--- config.mk ---
export PLATFORM = sky130hd
export DESIGN_NAME = mbisr_chain_driver
export DESIGN_NICKNAME = d
export VERILOG_FILES = /design/src/rtl/mbisr_chain_driver.sv
export SDC_FILE = /design/constraint.sdc
export NUM_CORES = 1
export LEC_CHECK = 0
export CORE_AREA = 2 2 91 71
export DETAILED_ROUTE_END_ITERATION = 10
export DIE_AREA = 0 0 93 73
export PLACE_DENSITY = 0.86
export SLEW_MARGIN = 5
export SYNTH_ARGS = -nofsm -noshare
export SYNTH_HDL_FRONTEND = slang
export SYNTH_SLANG_ARGS = --single-unit
--- constraint.sdc ---
create_clock -name CLK -period 5.3 [get_ports CLK]
set_input_delay 0.795 -clock CLK [delete_from_list [all_inputs] [get_ports CLK]]
set_output_delay 0.795 -clock CLK [all_outputs]
set_load 0.01 [all_outputs]
--- src/rtl/mbisr_chain_driver.sv ---
// Driving-end controller for an MBISR repair register chain: serializes SHIFT words
// onto SI (LSB first), deserializes SO into a response, and issues single-cycle captures.
module mbisr_chain_driver #(
    parameter  int WORD_W = 22,
    localparam int CNT_W  = $clog2(WORD_W)
) (
    input  logic              CLK,
    input  logic              RSTB,
    input  logic              cmd_valid,
    output logic              cmd_ready,
    input  logic [1:0]        cmd_op,
    input  logic [WORD_W-1:0] cmd_wdata,
    output logic              rsp_valid,
    input  logic              rsp_ready,
    output logic [WORD_W-1:0] rsp_data,
    output logic              rsp_err,
    output logic              chain_si,
    output logic              chain_se,
    output logic              chain_clk_en,
    input  logic              chain_so
);

    typedef enum logic [1:0] {
        IDLE  = 2'd0,
        SHIFT = 2'd1,
        CAPT  = 2'd2,
        RESP  = 2'd3
    } state_t;

    localparam logic [1:0] OP_SHIFT = 2'b00;
    localparam logic [1:0] OP_CAPT  = 2'b01;

    state_t state_reg, state_next;

    // Bit 0 of the word goes straight to chain_si on accept, so only the upper bits are held.
    logic [WORD_W-2:0] tx_sh_reg, tx_sh_next;
    logic [WORD_W-2:0] rx_sh_reg, rx_sh_next;
    logic [CNT_W-1:0]  cnt_reg, cnt_next;
    logic [WORD_W-1:0] rx_word;
    logic [WORD_W-1:0] rsp_data_next;
    logic              cmd_ready_next, rsp_valid_next, rsp_err_next;
    logic              chain_si_next, chain_se_next, chain_clk_en_next;
    logic              accept, rsp_done, shift_last;

    assign accept     = cmd_valid && cmd_ready;
    assign rsp_done   = rsp_valid && rsp_ready;
    assign shift_last = (cnt_reg == CNT_W'(WORD_W - 1));
    assign rx_word    = {chain_so, rx_sh_reg};

    always_ff @(posedge CLK or negedge RSTB) begin
        if (!RSTB) begin
            state_reg    <= IDLE;
            tx_sh_reg    <= '0;
            rx_sh_reg    <= '0;
            cnt_reg      <= '0;
            cmd_ready    <= 1'b0;
            rsp_valid    <= 1'b0;
            rsp_data     <= '0;
            rsp_err      <= 1'b0;
            chain_si     <= 1'b0;
            chain_se     <= 1'b0;
            chain_clk_en <= 1'b0;
        end else begin
            state_reg    <= state_next;
            tx_sh_reg    <= tx_sh_next;
            rx_sh_reg    <= rx_sh_next;
            cnt_reg      <= cnt_next;
            cmd_ready    <= cmd_ready_next;
            rsp_valid    <= rsp_valid_next;
            rsp_data     <= rsp_data_next;
            rsp_err      <= rsp_err_next;
            chain_si     <= chain_si_next;
            chain_se     <= chain_se_next;
            chain_clk_en <= chain_clk_en_next;
        end
    end

    always_comb begin
        state_next = state_reg;
        case (state_reg)
            IDLE: begin
                if (accept) begin
                    case (cmd_op)
                        OP_SHIFT: state_next = SHIFT;
                        OP_CAPT:  state_next = CAPT;
                        default:  state_next = RESP;
                    endcase
                end
            end
            SHIFT:   if (shift_last) state_next = RESP;
            CAPT:    state_next = RESP;
            RESP:    if (rsp_done) state_next = IDLE;
            default: state_next = IDLE;
        endcase
    end

    always_comb begin
        tx_sh_next        = tx_sh_reg;
        rx_sh_next        = rx_sh_reg;
        cnt_next          = cnt_reg;
        cmd_ready_next    = 1'b0;
        rsp_valid_next    = rsp_valid;
        rsp_data_next     = rsp_data;
        rsp_err_next      = rsp_err;
        chain_si_next     = 1'b0;
        chain_se_next     = 1'b0;
        chain_clk_en_next = 1'b0;
        case (state_reg)
            IDLE: begin
                cmd_ready_next = !accept;
                if (accept) begin
                    case (cmd_op)
                        OP_SHIFT: begin
                            tx_sh_next        = cmd_wdata[WORD_W-1:1];
                            cnt_next          = '0;
                            chain_si_next     = cmd_wdata[0];
                            chain_se_next     = 1'b1;
                            chain_clk_en_next = 1'b1;
                        end
                        OP_CAPT: begin
                            chain_clk_en_next = 1'b1;
                        end
                        default: begin
                            rsp_valid_next = 1'b1;
                            rsp_data_next  = '0;
                            rsp_err_next   = 1'b1;
                        end
                    endcase
                end
            end
            SHIFT: begin
                tx_sh_next = tx_sh_reg >> 1;
                rx_sh_next = rx_word[WORD_W-1:1];
                if (shift_last) begin
                    cnt_next       = '0;
                    rsp_valid_next = 1'b1;
                    rsp_data_next  = rx_word;
                    rsp_err_next   = 1'b0;
                end else begin
                    cnt_next          = cnt_reg + CNT_W'(1);
                    chain_si_next     = tx_sh_reg[0];
                    chain_se_next     = 1'b1;
                    chain_clk_en_next = 1'b1;
                end
            end
            CAPT: begin
                rsp_valid_next = 1'b1;
                rsp_data_next  = '0;
                rsp_err_next   = 1'b0;
            end
            RESP: begin
                if (rsp_done) begin
                    rsp_valid_next = 1'b0;
                    cmd_ready_next = 1'b1;
                end
            end
            default: ;
        endcase
    end

endmodule

-- Yosys cells after proc, flatten, opt, wreduce, memory -nomap -nowiden
Index checks and enable logic that the tools add are counted.
- multiplexer cells: 36
- add/subtract/negate cells: 1
- reductions and logical operators: 12
- eq/ne operators: 10
- operators with widths (cell ; count):
    $mux 22 ; 3
    $pmux 22 s3 ; 1
    $mux 21 ; 2
    $pmux 21 s2 ; 1
    $mux 5 ; 3
    $mux 1 ; 14
    $pmux 5 s2 ; 1
    $ne 2x2->1 const B ; 4
    $pmux 1 s2 ; 4
    $pmux 2 s4 ; 1
    $reduce_and 4->1 ; 2
    $mux 2 ; 3
    $reduce_and 3->1 ; 2
    $add 5x1->5 const B ; 1
    $eq 5x5->1 const B ; 1
    $eq 2x1->1 const B ; 2
    $eq 2x2->1 const B ; 2
    $logic_not 2->1 ; 2
    $pmux 1 s4 ; 1
    $pmux 2 s2 ; 1
    $pmux 1 s3 ; 1
    $reduce_bool 3->1 ; 1
    $logic_and 1x1->1 ; 2
    $ne 2x1->1 const B ; 1
    other kinds (3) ; 3
- register bits after elaboration: 77
- word-level logic and storage cells: 70
- input port bits: 29
- output and inout bits: 28

-- Longest topological paths before layout
Gate-level depths: netlist of run 1.
- depth in word-level cells: 5
- mapped depth: 8
- gate-level depth less buffers: 6

-- Worst setup path after synthesis of run 1
OpenSTA, ideal clock, no wires.
- path type: in2reg
- start: in cmd_op[1]
- end: reg cnt_reg[4]
- data arrival time: 1912 ps
- cell stages on the path: 5
- slack: 3319 ps
- required time: 5231 ps
- library setup time: 69 ps
- path buffers: 1
- cell sequence: nand2b_2 -> o31a_1 -> buf_2 -> or4_1 -> nand3_1
- longest elaborated chain between the ends: 3
- RTL lines (element ; RTL line ; text):
    start, declared ; 11 ; input logic [1:0] cmd_op,
    $logic_not 2->1 ; 112 ; case (cmd_op)
    $ne 2x1->1 (no source line) ; -- ;
    $reduce_and 3->1 (no source line) ; -- ;
    end signal, assigned ; 67 ; cnt_reg <= cnt_next;
    end, declared ; 38 ; logic [CNT_W-1:0] cnt_reg, cnt_next;
No other way between the ends.
A chain may end at the register's enable or synchronous reset.

-- Worst setup path after layout of run 1
- start: reg state_reg[1]
- end: reg cnt_reg[4]
- longest elaborated chain between the ends: 3
- elaborated cells on any way between the ends: 7
- classes of those cells: eq/ne (3); mux (1); reduce/logical (3)
- RTL lines (element ; RTL line ; text):
    start, declared ; 33 ; state_t state_reg, state_next;
    start signal, assigned ; 64 ; state_reg <= state_next;
    $logic_not 2->1 or $eq 2x1->1 (tied branches) ; 108 ; case (state_reg)
    $ne 2x1->1 (no source line) (tied with other cells) ; -- ;
    $reduce_and 3->1 (no source line) ; -- ;
Parallel ways exist; a longest one is shown, timed or not.

==> metrics.yaml, run 1 <==
outcome: "finished clean"
largest_reg_flops: 22
cts_tree: "yes"
drt_pass1_iterations: 5
startpoint_type: "flip-flop"
nets: 408
fp.coreArea_mm2: 0.006006
viasPerCell: 5.011
synthCells: 321
grt_usage_pct: 19.97
root_buffer: "clkbuf_8"
wl_um: 6130
worstPathMaxFanout: 47
drc: 0
antenna_found_initial: 0
worst_setup_path_end_kind: "flip-flop"
path_class: "reg2reg"
p_clk_share_pct: 21.7
finalCriticalPeriod_ns: 2.725
dp_hpwl_um: 4080
die_height_um: 73
p_sw_share_pct: 36.11
ys_seq_area_share_pct: 59.99
clk_pin_slew_worst_paths_ns: 0.08
multi_input_area_mm2: 0.001120
diodes: 0
drtIter0Drc: 123
finalCritPeriodShare_pct: 51.42
rsz0062_at_grt: "no"
synth_nets: 355
timing.hold.ws_ns: 0.4712
pwr-share-seq_pct: 41.1
ctsHoldBuffers: 0
p_sw_uw: 814.0
route.vias.total: 2305
yosys_warnings: 0
clock.fmax_mhz: 367.0
pre_cts_ws_ns: 2.600
place_inst: 444
slew_violations: 0
maxCapViolations: 0
seq_area_mm2: 0.001927
cts_buffers: 9
intPower_mw: 1.440
ys_ff_latch: 77
ant_nets: 0
min_path_type: "reg2reg"
postPlaceCellArea_mm2: 0.003822
r2r_cells: 8
area_growth_syn_to_layout_pct: 25.98
place.gp.congestion: 0.7790
dieWidth_um: 93
final.fill_count: 472
grt_max_degree: 78
peakVddDrop_mv: 0.4199
die_area_mm2: 0.006789
cp.required_ns: 5.58
final_area_mm2: 0.004046
initial_utilization_pct: 53.48
synth_top_area_share_pct: 59.99
ys.flop_type: "dfrtp_1"
cts_resized: 0
synth.most_common_cell: "dfrtp_1"
clock_latency_ns: 0.35
yosys-top-cells-count: "77 x dfrtp_1, 75 x nand2_1, 55 x o21ai_0, 25 x inv_1, 21 x mux2i_1"
num_rows: 25
setup_viol: 0
p_leak_nw: 1.787
fin_ws_ns: 2.575
clockBufferDepth: 2
powerDensity_mw_per_mm2: 557.1
synth.distinct_cells: 31
drive_above_1_share_pct: 6.069
grt_pass1_wl_um: 10350
slowest_delay_ns: 0.58
io_buffers: 56
syn_area_per_cell_um2: 10.01
async_flop_share_pct: 100.0
hold_viol: 0
wl_per_cell_um: 13.33
hold_depth: 2
grt_pass1_vias: 2220
grt.overflow.total: 0
cts.sinks: 77
top_level_ports: 57
synth_area_leaders: "dfrtp_1 60%, nand2_1 8.8%, o21ai_0 8.6%, mux2i_1 6.5%, inv_1 2.9%"
cp_cell_sequence: "inv_1 > ha_2 > buf_4 > nand2b_1 > o31a_1 > buf_4 > or4_1 > nand3_1"
critical_path.slowest_cell: "ha_2"
arrival_ns: 3.01
skew_ns: 0.009026
cts_max_level: 3
combPwrFrac_pct: 37.2
worstMarginPinSlew_ns: 0.9335
synth_enable_flop_cells: 0
setup_tns_ns: 0
cts_setup_buffers: 0
syn_area_mm2: 0.003212
max_slew_margin_pct: 37.77
crit_top_cell: "buf_4"
final_cells: 460
yosys.area.top_type: "dfrtp_1"
-- final timing paths --
check / slack [ns] / startpoint / end
max reg2reg: 2.57 / state_reg[1]$_DFFE_PN0P_ / cnt_reg[4]$_DFFE_PN0P_
max in group asynchronous: 4.11 / RSTB / tx_sh_reg[0]$_DFFE_PN0P_
max: 2.57 / state_reg[1]$_DFFE_PN0P_ / cnt_reg[4]$_DFFE_PN0P_
min reg2reg: 0.47 / tx_sh_reg[20]$_DFFE_PN0P_ / tx_sh_reg[20]$_DFFE_PN0P_
min in group asynchronous: 0.56 / RSTB / tx_sh_reg[9]$_DFFE_PN0P_
min: 0.47 / tx_sh_reg[20]$_DFFE_PN0P_ / tx_sh_reg[20]$_DFFE_PN0P_
-- routing by layer --
metal | GRT usage (%) | up-vias | share of wire (%)
met2 | 29.55 | 46 | 45
met1 | 27.69 | 1077 | 50
li1 | - | 1176 | -
met3 | 7.438 | 6 | 4.6
met4 | 6.373 | 0 | 0.93
met5 | 0 | - | 0
-- logic make-up (layout without fill, tap and decap cells) --
logic type,Yosys count,after routing,share of synthesized area (%)
AND/OR/NAND/NOR,94,94,12.31
AO/OA/AOI/OAI,81,81,13.63
flip-flops,77,77,59.99
buffers and inverters,42,100,5.220
multiplexers,22,22,6.895
adder cells (fa/ha/maj),5,5,1.948
-- cells in the final DEF (no fill, tap or decap), drive strengths merged --
master	count
nand2	75
a21oi	1
nor2	2
and3	1
buf	4
nand3	5
ha	5
o2bb2ai	1
mux2i	21
clkinvlp	1
a21boi	1
or4	1
dfrtp	77
nor3	1
clkbuf	10
o21ai	69
nor2b	1
a211oi	1
nand4b	1
o22ai	1
inv	25
bufinv	2
o31a	1
clkinv	3
a31oi	1
a22o	1
o31ai	3
nand3b	1
mux2	1
and2	2
a2111o	1
clkdlybuf4s50	55
nand2b	4
-- stage by stage --
step | util, % | power (mW)
final | 67.38 | 2.254
after global routing | 67.38 | 2.437
after CTS | 67.38 | 2.280
after detailed placement | 63.65 | 1.782
after global placement | 63.65 | 1.741
after floorplan | - | 1.495
-- power by group through the flow --
stage	Sequential (mW)	Combinational, mW	Clock, mW
4_1_cts	0.928	0.850	0.502
5_1_grt	0.957	0.954	0.526
6_report	0.927	0.838	0.490
2_1_floorplan	0.941	0.554	0
3_3_place_gp	0.924	0.817	0
3_5_place_dp	0.936	0.846	0
-- critical path: cells and delay by family, from the launching register on --
family	cells	cell delay, ns
adders and majority gates	1	0.58
AOI/OAI and AO/OA	1	0.12
and+or+nand+nor	3	0.73
buffers and inverters	3	0.83
DFF	1	0.38
-- final cells by class --
class,instances,share of cell area (%)
Multi-Input combinational cell,202,27.67
Clock buffer,10,3.401
Inverter,25,2.319
Tap cell,81,2.505
Sequential cell,77,47.62
Timing Repair Buffer,59,14.35
Clock inverter,6,2.134
No activity file was read; power rests on OpenSTA's default activity.
==> run 2, diff against run 1 <==
- CORE_AREA: 2 2 91 71 -> 2 2 99 77
- DIE_AREA: 0 0 93 73 -> 0 0 101 79
- PLACE_DENSITY: 0.86 -> 0.78
- clock period: 5.3 -> 2.5 ns (I/O delays scaled with it)
==> metrics.yaml, run 2 (synthesis gave the netlist of run 1 again) <==
dieWidth_um: 101  # was 93 um
grt_pass1_vias: 2301  # was 2220
finalCriticalPeriod_ns: 1.916  # was 2.725 ns
drt_pass1_iterations: 5  # unchanged
timing.hold.ws_ns: 0.1602  # was 0.4712 ns
slew_violations: 0  # unchanged
utilization_pct: 56.91  # was 67.38%
largest_reg_flops: 22  # unchanged
area_growth_syn_to_layout_pct: 25.71  # was 25.98%
place.gp.congestion: 0.8648  # was 0.7790
ctsHoldBuffers: 0  # unchanged
final_cell_mix: "77 x dfrtp_1, 75 x nand2_1, 55 x o21ai_0, 55 x clkdlybuf4s50_1, 25 x inv_1"  # unchanged
route.vias.total: 2339  # was 2305
postPlaceCellArea_mm2: 0.003837  # was 0.003822 mm^2
top_level_ports: 57  # unchanged
grt.overflow.total: 0  # unchanged
final_area_mm2: 0.004038  # was 0.004046 mm^2
drtIter0Drc: 83  # was 123
viasPerCell: 5.009  # was 5.011
final_cells: 467  # was 460
cts_buffers: 9  # unchanged
max_slew_margin_pct: 36.37  # was 37.77%
clk_pin_slew_worst_paths_ns: 0.08  # about the same
dp_hpwl_um: 4250  # was 4080 um
p_leak_nw: 1.775  # was 1.787 nW
arrival_ns: 2.12  # was 3.01 ns
crit_path_start: "state_reg[1]$_DFFE_PN0P_"  # unchanged
setup_viol: 0  # unchanged
p_total_mw: 4.708  # was 2.254 mW
setup_tns_ns: 0  # unchanged
cts_max_level: 3  # unchanged
cts_tree: "yes"  # unchanged
worstPathMaxFanout: 41  # was 47
fp.coreArea_mm2: 0.007094  # was 0.006006 mm^2
wl_um: 6303  # was 6130 um
diodes: 0  # unchanged
reg2reg_slack_ns: 0.58  # was 2.57 ns
die_height_um: 79  # was 73 um
grt_usage_pct: 17.21  # was 19.97%
initial_utilization_pct: 45.27  # was 53.48%
hold_viol: 0  # unchanged
antenna_found_initial: 0  # unchanged
fin_ws_ns: 0.5838  # was 2.575 ns
cts_setup_buffers: 0  # unchanged
clock.fmax_mhz: 521.9  # was 367.0 MHz
grt_pass1_wl_um: 10660  # was 10350 um
maxCapViolations: 0  # unchanged
powerDensity_mw_per_mm2: 1166  # was 557.1 mW/mm^2
path_class: "reg2reg"  # unchanged
startpoint_type: "flip-flop"  # unchanged
nets: 409  # was 408
place_inst: 451  # was 444
outcome: "finished clean"  # unchanged
die_area_mm2: 0.007979  # was 0.006789 mm^2
final_common_cell: "dfrtp_1"  # unchanged
grt_max_degree: 78  # unchanged
endpoint: "tx_sh_reg[6]$_DFFE_PN0P_"  # was cnt_reg[4]$_DFFE_PN0P_
clockBufferDepth: 2  # unchanged
rsz0062_at_grt: "no"  # unchanged
root_buffer: "clkbuf_8"  # unchanged
r2r_cells: 6  # was 8
peakVddDrop_mv: 0.5453  # was 0.4199 mV
wl_per_cell_um: 13.50  # was 13.33 um
cts_resized: 0  # unchanged
worst_setup_path_end_kind: "flip-flop"  # unchanged
finalCritPeriodShare_pct: 76.65  # was 51.42%
min_path_type: "in2async"  # was reg2reg
drc: 0  # unchanged
clock_latency_ns: 0.34  # was 0.35 ns
drive_above_1_share_pct: 6.053  # was 6.069%
skew_ns: 0.006937  # was 0.009026 ns
io_buffers: 56  # unchanged
reg2reg_from: "state_reg[1]$_DFFE_PN0P_"  # unchanged
pre_cts_ws_ns: 0.4720  # was 2.600 ns
ant_nets: 0  # unchanged
worstMarginPinSlew_ns: 0.9544  # was 0.9335 ns
cts.sinks: 77  # unchanged
timing.rr.end: "tx_sh_reg[6]$_DFFE_PN0P_"  # was cnt_reg[4]$_DFFE_PN0P_
cp.required_ns: 2.71  # was 5.58 ns
num_rows: 27  # was 25
==> run 2: changes by cell type in the layout (fill, tap and decap cells not counted) <==
cell	previous run	this run
buf_4	4	5
bufinv_16	2	1
clkbuf_1	0	1
clkinv_2	2	1
clkinv_4	1	0
clkinvlp_4	1	2
inv_6	0	1
==> run 2: critical path, stage by stage (launching register included) <==
cell and delay, ns:
dfrtp_1 0.39, inv_1 0.10, ha_1 0.29, nand2b_1 0.18, o31a_1 0.29, buf_4 0.37
o21ai_0 0.17
==> run 2: worst min-delay path by stage <==
stage	from	to	slack [ns]	cells past startpoint
2_1_floorplan	RSTB	chain_clk_en$_DFF_PN0_	0.08	0
3_3_place_gp	tx_sh_reg[3]$_DFFE_PN0P_	tx_sh_reg[3]$_DFFE_PN0P_	0.46	2
3_5_place_dp	tx_sh_reg[19]$_DFFE_PN0P_	tx_sh_reg[19]$_DFFE_PN0P_	0.47	2
4_1_cts	RSTB	tx_sh_reg[11]$_DFFE_PN0P_	0.20	1
5_1_grt	RSTB	tx_sh_reg[11]$_DFFE_PN0P_	0.24	1
6_report	RSTB	tx_sh_reg[11]$_DFFE_PN0P_	0.16	1
==> run 2: layout make-up <==
class,count,area (um^2)
timing repair buffer,60,588.1
fill,637,3057
tap,87,108.9
inverter,25,93.84
clock inverter,5,58.81
sequential,77,1927
multi-input combinational,202,1120
clock buffer,11,141.4
==> run 2: per-layer routing <==
| metal | GRT usage (%) | vias to the layer above | share of wire (%) |
|---|---|---|---|
| met5 | 0 | - | 0 |
| met4 | 6.892 | 0 | 1.4 |
| met3 | 5.194 | 8 | 4.9 |
| met1 | 22.49 | 1106 | 46 |
| met2 | 27.00 | 45 | 47 |
| li1 | - | 1180 | - |
==> run 2: power by group <==
part | switching, mW | internal [mW] | total [mW]
clock network | 0.462 | 0.491 | 0.953
logic | 1.03 | 0.765 | 1.79
registers | 0.255 | 1.71 | 1.96
==> run 3, diff against run 2 <==
- CORE_AREA: 2 2 99 77 -> 2 2 94 74
- DIE_AREA: 0 0 101 79 -> 0 0 96 76
- PLACE_DENSITY: 0.78 -> 0.81
- clock period: 2.5 -> 1.8 ns (I/O delays scaled with it)
==> metrics.yaml, run 3 (synthesis gave the netlist of run 1 again) <==
final_cells: 475  # was 467
grt_usage_pct: 18.40  # was 17.21%
clockBufferDepth: 2  # unchanged
route.vias.total: 2355  # was 2339
grt_pass1_wl_um: 10360  # was 10660 um
wl_per_cell_um: 12.73  # was 13.50 um
intPower_mw: 4.246  # was 2.964 mW
hold_viol: 0  # unchanged
worstPathMaxFanout: 7  # was 41
cts_tree: "yes"  # unchanged
area_growth_syn_to_layout_pct: 29.33  # was 25.71%
top_level_ports: 57  # unchanged
timing.hold.ws_ns: 0.4166  # was 0.1602 ns
postPlaceCellArea_mm2: 0.003926  # was 0.003837 mm^2
final_common_cell: "dfrtp_1"  # unchanged
fin_ws_ns: 0.07006  # was 0.5838 ns
startpoint_type: "flip-flop"  # unchanged
p_sw_mw: 2.461  # was 1.744 mW
combPwrFrac_pct: 40.3  # was 38.1%
p_sw_share_pct: 36.69  # was 37.05%
grt.overflow.total: 0  # unchanged
maxCapViolations: 0  # unchanged
dp_hpwl_um: 4184  # was 4250 um
cts_max_level: 3  # unchanged
die_area_mm2: 0.007296  # was 0.007979 mm^2
clock_latency_ns: 0.35  # was 0.34 ns
utilization_pct: 64.17  # was 56.91%
final.fill_count: 534  # was 637
clock.fmax_mhz: 578.1  # was 521.9 MHz
arrival_ns: 2.02  # was 2.12 ns
drt_pass1_iterations: 5  # unchanged
setup_viol: 0  # unchanged
finalCriticalPeriod_ns: 1.730  # was 1.916 ns
p_total_mw: 6.707  # was 4.708 mW
grt_max_degree: 48  # was 78
diodes: 0  # unchanged
ant_nets: 0  # unchanged
drive_above_1_share_pct: 9.463  # was 6.053%
powerDensity_mw_per_mm2: 1615  # was 1166 mW/mm^2
clk_pin_slew_worst_paths_ns: 0.09  # was 0.08 ns
place_inst: 457  # was 451
slew_violations: 0  # unchanged
pre_cts_ws_ns: -0.1029  # was 0.4720 ns
drtIter0Drc: 75  # was 83
viasPerCell: 4.958  # was 5.009
outcome: "finished clean"  # unchanged
num_rows: 26  # was 27
worstMarginPinSlew_ns: 0.4603  # was 0.9544 ns
drc: 0  # unchanged
rsz0062_at_grt: "yes"  # was no
p_leak_nw: 1.838  # was 1.775 nW
min_path_type: "in2async"  # unchanged
peakVddDrop_mv: 0.9612  # was 0.5453 mV
max_slew_margin_pct: 69.32  # was 36.37%
place.gp.congestion: 0.7958  # was 0.8648
dieWidth_um: 96  # was 101 um
setup_tns_ns: 0  # unchanged
path_class: "reg2reg"  # unchanged
initial_utilization_pct: 49.61  # was 45.27%
cts.sinks: 77  # unchanged
pwr-share-seq_pct: 40.3  # was 41.7%
seq_area_mm2: 0.001927  # unchanged
final_area_mm2: 0.004154  # was 0.004038 mm^2
worst_setup_path_end_kind: "flip-flop"  # unchanged
die_height_um: 76  # was 79 um
fp.coreArea_mm2: 0.006474  # was 0.007094 mm^2
final_cell_mix: "77 x dfrtp_1, 75 x nand2_1, 55 x clkdlybuf4s50_1"  # was 77 x dfrtp_1, 75 x nand2_1, 55 x o21ai_0, 55 x clkdlybuf4s50_1, 25 x inv_1
finalCritPeriodShare_pct: 96.11  # was 76.65%
largest_reg_flops: 22  # unchanged
antenna_found_initial: 0  # unchanged
cp.required_ns: 2.09  # was 2.71 ns
root_buffer: "clkbuf_8"  # unchanged
multi_input_area_mm2: 0.001131  # was 0.001120 mm^2
io_buffers: 56  # unchanged
cts_buffers: 9  # unchanged
wl_um: 6049  # was 6303 um
p_clk_share_pct: 19.4  # was 20.2%
grt_pass1_vias: 2328  # was 2301
skew_ns: 0.008787  # was 0.006937 ns
nets: 420  # was 409
run 3: layout make-up:
| type | instances | area share, % |
|---|---|---|
| Clock inverter | 7 | 1.807 |
| Timing Repair Buffer | 71 | 16.81 |
| Tap cell | 84 | 2.530 |
| Multi-Input combinational cell | 202 | 27.23 |
| Inverter | 25 | 2.259 |
| Clock buffer | 9 | 2.982 |
| Sequential cell | 77 | 46.39 |
run 3: power groups by stage:
stage          combinational, mW  sequential [mW]  clock, mW
6_report                    2.70             2.70       1.30
5_1_grt                     3.04             2.79       1.41
3_5_place_dp                2.69             2.74          0
2_1_floorplan               1.63             2.77          0
3_3_place_gp                2.61             2.71          0
4_1_cts                     2.73             2.71       1.34
run 3: critical path, stage by stage (launching register included):
cell      delay, ns
dfrtp_1        0.39
inv_1          0.10
ha_2           0.25
nand2b_2       0.09
o31a_1         0.27
or4_1          0.48
nand3_1        0.09
run 3: metal layers:
layer | vias up | track usage, % | routed length (um)
met5 | - | 0 | 0
met4 | 0 | 7.714 | 91
met3 | 8 | 5.638 | 271
met2 | 32 | 29.17 | 2918
met1 | 1121 | 23.28 | 2767
li1 | 1194 | - | -
run 3: path summary, 6_finish.rpt:
path | end | cells after the start | start | slack (ns)
max in group asynchronous | state_reg[1]$_DFFE_PN0P_ | 3 | RSTB | 0.80
worst min-delay path | tx_sh_reg[10]$_DFFE_PN0P_ | 2 | RSTB | 0.42
min in group CLK | tx_sh_reg[20]$_DFFE_PN0P_ | 2 | tx_sh_reg[20]$_DFFE_PN0P_ | 0.47
worst max-delay path | cnt_reg[4]$_DFFE_PN0P_ | 6 | state_reg[1]$_DFFE_PN0P_ | 0.07
worst min register to register | tx_sh_reg[20]$_DFFE_PN0P_ | 2 | tx_sh_reg[20]$_DFFE_PN0P_ | 0.47
worst max register to register | cnt_reg[4]$_DFFE_PN0P_ | 6 | state_reg[1]$_DFFE_PN0P_ | 0.07
run 3: what timing repair did:
item	in CTS	in global routing
gates resized for setup	1	3
hold buffers	1	0
hold endpoints to repair	36	0
pin swaps	0	0
setup endpoints to repair	1	22
setup buffers	1	0
